<file path="src/rtl/decoder_scan_n_if.sv">
// Bus bundle for the registered scanning decoder: control inputs and
// decoded/status outputs. The bench drives through master, the decoder
// attaches as slave.
interface decoder_scan_n_if #(
   parameter int N       = 5,
   parameter int DWELL_W = 8
);
   localparam int OUTS = 2 ** N;

   logic               E;
   logic [N-1:0]       B;
   logic               mode;
   logic               start;
   logic [DWELL_W-1:0] dwell;
   logic [OUTS-1:0]    L;
   logic [N-1:0]       idx;
   logic               busy;
   logic               done;

   modport master (
      output E, B, mode, start, dwell,
      input  L, idx, busy, done
   );

   modport slave (
      input  E, B, mode, start, dwell,
      output L, idx, busy, done
   );
endinterface

</file>
<file path="src/rtl/decoder_scan_n.sv">
// Registered N-to-2**N one-hot decoder with a scan mode that walks the
// active line from a start index up to the top line, holding each line
// for dwell+1 cycles. All outputs come straight from registers.
module decoder_scan_n #(
   parameter int N          = 5,
   parameter int DWELL_W    = 8,
   parameter bit ACTIVE_LOW = 1'b0
) (
   input  logic              clk,
   input  logic              rst,
   decoder_scan_n_if.slave   bus
);
   localparam int              OUTS     = 2 ** N;
   localparam logic [N-1:0]    TOP_IDX  = '1;
   localparam logic [OUTS-1:0] ONE_LINE = OUTS'(1);

   typedef enum logic {
      IDLE,
      SCAN
   } state_t;

   state_t             state_q,     state_d;
   logic [OUTS-1:0]    line_q,      line_d;
   logic [N-1:0]       idx_q,       idx_d;
   logic               busy_q,      busy_d;
   logic               done_q,      done_d;
   logic [DWELL_W-1:0] cnt_q,       cnt_d;
   logic [DWELL_W-1:0] dwellHold_q, dwellHold_d;

   // Next-state logic: direct decode or scan acceptance while idle, line
   // stepping with dwell countdown while scanning; done is a one-cycle pulse.
   always_comb begin
      state_d     = state_q;
      line_d      = line_q;
      idx_d       = idx_q;
      busy_d      = busy_q;
      done_d      = 1'b0;
      cnt_d       = cnt_q;
      dwellHold_d = dwellHold_q;
      case (state_q)
         IDLE: begin
            if (!bus.mode) begin
               line_d = bus.E ? (ONE_LINE << bus.B) : '0;
               idx_d  = bus.E ? bus.B : '0;
            end else if (bus.start && bus.E) begin
               state_d     = SCAN;
               busy_d      = 1'b1;
               line_d      = ONE_LINE << bus.B;
               idx_d       = bus.B;
               cnt_d       = bus.dwell;
               dwellHold_d = bus.dwell;
            end else begin
               line_d = '0;
               idx_d  = '0;
            end
         end
         SCAN: begin
            if (!bus.E) begin
               state_d = IDLE;
               line_d  = '0;
               idx_d   = '0;
               busy_d  = 1'b0;
               cnt_d   = '0;
            end else if (cnt_q != '0) begin
               cnt_d = cnt_q - DWELL_W'(1);
            end else if (idx_q != TOP_IDX) begin
               idx_d  = idx_q + N'(1);
               line_d = line_q << 1;
               cnt_d  = dwellHold_q;
            end else begin
               state_d = IDLE;
               line_d  = '0;
               idx_d   = '0;
               busy_d  = 1'b0;
               done_d  = 1'b1;
            end
         end
      endcase
   end

   // State and output registers, cleared immediately by the async reset.
   always_ff @(posedge clk or posedge rst) begin
      if (rst) begin
         state_q     <= IDLE;
         line_q      <= '0;
         idx_q       <= '0;
         busy_q      <= 1'b0;
         done_q      <= 1'b0;
         cnt_q       <= '0;
         dwellHold_q <= '0;
      end else begin
         state_q     <= state_d;
         line_q      <= line_d;
         idx_q       <= idx_d;
         busy_q      <= busy_d;
         done_q      <= done_d;
         cnt_q       <= cnt_d;
         dwellHold_q <= dwellHold_d;
      end
   end

   assign bus.L    = ACTIVE_LOW ? ~line_q : line_q;
   assign bus.idx  = idx_q;
   assign bus.busy = busy_q;
   assign bus.done = done_q;
endmodule

</file>
<file path="src/flat_wrapper.sv">
// flat-port wrapper written by rule: the top's interface ports become plain ports
module decoder_scan_n_flat 
#(
   parameter int N          = 5,
   parameter int DWELL_W    = 8,
   parameter bit ACTIVE_LOW = 1'b0
)
  (clk, rst, bus_E, bus_B, bus_mode, bus_start, bus_dwell, bus_L, bus_idx, bus_busy, bus_done);
  decoder_scan_n_if #(.N(N), .DWELL_W(DWELL_W)) bus_i ();
  input  logic clk;
  input  logic rst;
  input wire logic [$bits(bus_i.E)-1:0] bus_E;
  input wire logic [$bits(bus_i.B)-1:0] bus_B;
  input wire logic [$bits(bus_i.mode)-1:0] bus_mode;
  input wire logic [$bits(bus_i.start)-1:0] bus_start;
  input wire logic [$bits(bus_i.dwell)-1:0] bus_dwell;
  output wire logic [$bits(bus_i.L)-1:0] bus_L;
  output wire logic [$bits(bus_i.idx)-1:0] bus_idx;
  output wire logic [$bits(bus_i.busy)-1:0] bus_busy;
  output wire logic [$bits(bus_i.done)-1:0] bus_done;
  assign bus_i.E = bus_E;
  assign bus_i.B = bus_B;
  assign bus_i.mode = bus_mode;
  assign bus_i.start = bus_start;
  assign bus_i.dwell = bus_dwell;
  assign bus_L = bus_i.L;
  assign bus_idx = bus_i.idx;
  assign bus_busy = bus_i.busy;
  assign bus_done = bus_i.done;
  decoder_scan_n #(.N(N), .DWELL_W(DWELL_W), .ACTIVE_LOW(ACTIVE_LOW)) u_core (.clk(clk), .rst(rst), .bus(bus_i));
endmodule
</file>
<file path="config.mk">
export PLATFORM = sky130hd
export DESIGN_NAME = decoder_scan_n_flat
export DESIGN_NICKNAME = d
export VERILOG_FILES = /design/src/rtl/decoder_scan_n_if.sv /design/src/rtl/decoder_scan_n.sv /design/src/flat_wrapper.sv
export SDC_FILE = /design/constraint.sdc
export NUM_CORES = 1
export LEC_CHECK = 0
export BUFFER_PORTS_ARGS = -buffer_cell sky130_fd_sc_hd__buf_2
export CORE_MARGIN = 2
export CORE_UTILIZATION = 40
export DETAILED_ROUTE_END_ITERATION = 12
export PLACE_DENSITY = 0.62
export SLEW_MARGIN = 20
export SYNTH_ARGS = -nofsm -noshare
export SYNTH_HDL_FRONTEND = slang
export SYNTH_SLANG_ARGS = --single-unit
</file>
<file path="constraint.sdc">
create_clock -name clk -period 1.9 [get_ports clk]
set_input_delay 0.095 -clock clk [delete_from_list [all_inputs] [get_ports clk]]
set_output_delay 0.095 -clock clk [all_outputs]
set_load 0.05 [all_outputs]
</file>
==> run metrics <==
vias in the first global route 2472; Worst-path clk slew 0.10 ns; vias 2769; DRT Pass-1 Iters 5; final wirelength 8371 um; IO buf count 56; clock insertion delay at the later pin of the skew report 0.31 ns; Placer Congestion 0.8695; Tightest Pin Transition 0.4659 ns; Final Setup Violations 0; Detailed Place HPWL 5940 um; final core utilization 52.24%; Chip Height 89.61 um; fraction of registers with async set/reset 100.0%; cell depth of the worst hold path 3; Die Wd 89.61 um; Setup Skew 0.006278 ns; reg-to-reg setup timing slack 0.08 ns; register area share after synthesis 47.80%; ANT nets after route 0; clock tree buffer depth 2; P&R area growth vs syn 27.87%; adder-cell share of the synthesized area 1.707%; clock sink count 56; H-Tree Depth 2; Compound-Gate Fraction of Synth Area 25.44%; # diodes 0; Crit Path Category register to register; maximum number of pins on one net before global-route repair 35; Syn Nets 342; DIE AREA 8030 um2; ratio of final minimum period to clock period 96.02%; Critical Path Source Type register; Ys Warns 0; Worst Path Required 2.11 ns; root buf cell clkbuf_8; slowest stage delay, CP 0.51 ns; largest family of logic cells by synthesized area compound AO/OA/AOI/OAI gates; mux cell area share after synthesis 1.195%; EDFF count, synth 0; Cell Area, Synth 2932 um2; ys flop type dfrtp_1; first-pass GRT wire length 12710 um; initial antenna violation count 0; Slew HR 68.89%; RSZ-0062 raised after global routing false; Starting DRT DRC Count 188; crit path cell chain inv_1, ha_4, or4b_4, mux2i_1, o221ai_1, mux2_4; Starting Density 40.85%; wire length per cell 16.58 um; Yosys cell types 49; max-slew violations 0; clock period minus worst slack 1.824 ns; Leak 1.754 nW; Hold Path Class input port to register; CTS tree built; R2R Path Start u_core.cnt_q[1]; Cells after Synth 320; CTS buffer count 5; share of cells above drive strength 1 28.33%; Peak VDD IR 0.2997 mV; Syn Area/Cell 9.161 um2; NumNets Final 427; reg2reg end u_core.cnt_q[5]; status finished, final reports clean; FF-to-FF path depth 6; area of the core 7176 um2; hold_sp bus_dwell[7]; Placed Area 3493 um2; Max Freq 548.1 MHz; # DRC 0; pwr dens 720.2 nW/um2; number of fill cells in the layout 673; Row Count 31; xor/xnor share of the synthesized area 0.2988%; total gr overflow 0; Design Area, Final 3749 um2; number of max-cap violations 0; crit path DAT 2.03 ns; post-DR vias/cell 5.483; Post-Synth Simple-Gate Area 19.55%; Final Hold Fails 0; Slowest-stage cell, CP or4b_4; Min-Delay Endpoint u_core.dwellHold_q[7]; gr usage total 20.65%; Worst Setup End Kind register; io pins 57; Synth Register Bits 56; Max FO, Critical Path 5
Yosys cell counts, types with 2 or more instances:
library cell | instances | share of area (%)
nand2_1 | 62 | 7.9
dfrtp_1 | 56 | 48
o21ai_1 | 40 | 6.8
a32oi_1 | 19 | 5.7
clkbuf_1 | 14 | 1.8
inv_1 | 12 | 1.5
a22oi_1 | 10 | 2.6
a21oi_1 | 8 | 1.4
nor2_1 | 8 | 1.0
nand2b_1 | 6 | 1.3
nor2b_1 | 6 | 1.3
and2_1 | 5 | 1.1
nor3_1 | 5 | 0.85
o21ai_0 | 5 | 0.85
o2bb2a_1 | 5 | 1.7
buf_2 | 4 | 0.68
ha_1 | 4 | 1.7
nand3_1 | 4 | 0.68
and3_1 | 3 | 0.64
nand4_1 | 3 | 0.64
o211ai_1 | 3 | 0.77
o221ai_1 | 3 | 0.90
a211o_1 | 2 | 0.60
a211oi_1 | 2 | 0.51
a31oi_1 | 2 | 0.43
mux2i_1 | 2 | 0.68
nor4b_1 | 2 | 0.60
or2_2 | 2 | 0.43
or3_1 | 2 | 0.43
or4_1 | 2 | 0.51
per-stage QoR:
| stage | worst slack, ns | power (mW) | hold slack [ns] | TNS, ns | std cells |
|---|---|---|---|---|---|
| after CTS | 0.04068 | 2.677 | 0.003978 | 0 | 494 |
| after floorplan | 0.01257 | 1.776 | 0.2004 | 0 | 320 |
| after global routing | 0.008020 | 2.858 | 0.006437 | 0 | 505 |
| after detailed placement | -0.01588 | 2.000 | 0.1375 | -0.01588 | 482 |
| final | 0.07557 | 2.700 | 0.007855 | 0 | 505 |
| after global placement | 0.02477 | 1.997 | 0.1339 | 0 | 482 |
routing by layer:
| metal | wire length (um) | global-route usage, % | vias to the layer above |
|---|---|---|---|
| met2 | 3780 | 30.61 | 84 |
| li1 | - | - | 1354 |
| met1 | 4073 | 31.36 | 1325 |
| met4 | 68 | 4.071 | 0 |
| met3 | 448 | 4.205 | 6 |
| met5 | 0 | 0 | - |
power breakdown:
part | internal, mW | switching, mW
logic | 0.269 | 0.388
clock network | 0.259 | 0.407
registers | 1.28 | 0.0975
total | 1.81 | 0.892
what timing repair did:
item	CTS	global route
hold buffers	4	1
cloned	0	2
resized for setup	1	4
hold endpoints to repair	23	1
buffers inserted	0	8
setup endpoints to repair	1	28
pin swaps	0	2
placed cells by master (no fill, tap or decap), types with 3 or more instances in the layout:
cell type      instances
buf_4                 32
and2_1                 4
nand2_1               61
buf_2                 56
o2bb2a_1               5
nand2b_1               6
nand3_1                4
o211ai_1               3
a21oi_1                8
nor3_1                 5
o221ai_1               3
a22oi_1               10
dfrtp_1               54
and3_1                 3
o21ai_0                5
clkbuf_8               5
nor2_1                 7
nor2b_1                6
nand4_1                3
a32oi_1               19
dlygate4sd3_1          5
o21ai_1               40
inv_1                 10
worst max path at each step:
stage / start / to / cells after the start
finish: u_core.cnt_q[1] / u_core.cnt_q[5] / 6
global route: u_core.cnt_q[1] / u_core.cnt_q[5] / 6
CTS: u_core.bus.idx[0] / u_core.cnt_q[0] / 6
detailed placement: u_core.cnt_q[1] / u_core.cnt_q[5] / 6
global placement: u_core.cnt_q[1] / u_core.cnt_q[5] / 6
floorplan: u_core.bus.idx[2] / u_core.cnt_q[5] / 5
area by class of cell:
cell class | count | area, um2 | area share [%]
inverters | 12 | 45.04 | 1.202
multi-input cells | 235 | 1473 | 39.29
repair buffers | 95 | 615.6 | 16.42
clock inverters | 3 | 18.77 | 0.5007
flip-flops and latches | 56 | 1404 | 37.45
well taps | 99 | 123.9 | 3.304
clock buffers | 5 | 68.82 | 1.836
worst max-delay path: cells and delay by family (launching register included):
kind / cells / cell delay (ns)
AO/OA/AOI/OAI: 1 / 0.11
adder cells (fa/ha/maj): 1 / 0.15
buffers and inverters: 1 / 0.11
flip-flops: 1 / 0.40
multiplexers: 2 / 0.44
AND/OR/NAND/NOR: 1 / 0.51
logic make-up (layout without fill, tap and decap cells):
family                   after synthesis  count (layout)
AND/OR/NAND/NOR                      116             116
AO/OA/AOI/OAI                        110             111
flip-flops                            56              56
buffers and inverters                 30             115
adder cells (fa/ha/maj)                4               4
multiplexers                           3               3
XOR/XNOR                               1               1
sequential cells by signal (all words and copies together), names as in the netlist:
name / flops
u_core.bus.L: 32
u_core.cnt_q: 8
u_core.dwellHold_q: 8
u_core.bus.idx: 5
u_core.bus.busy: 1
u_core.bus.done: 1
u_core.state_q: 1
Power figures use the tool's default switching activity.
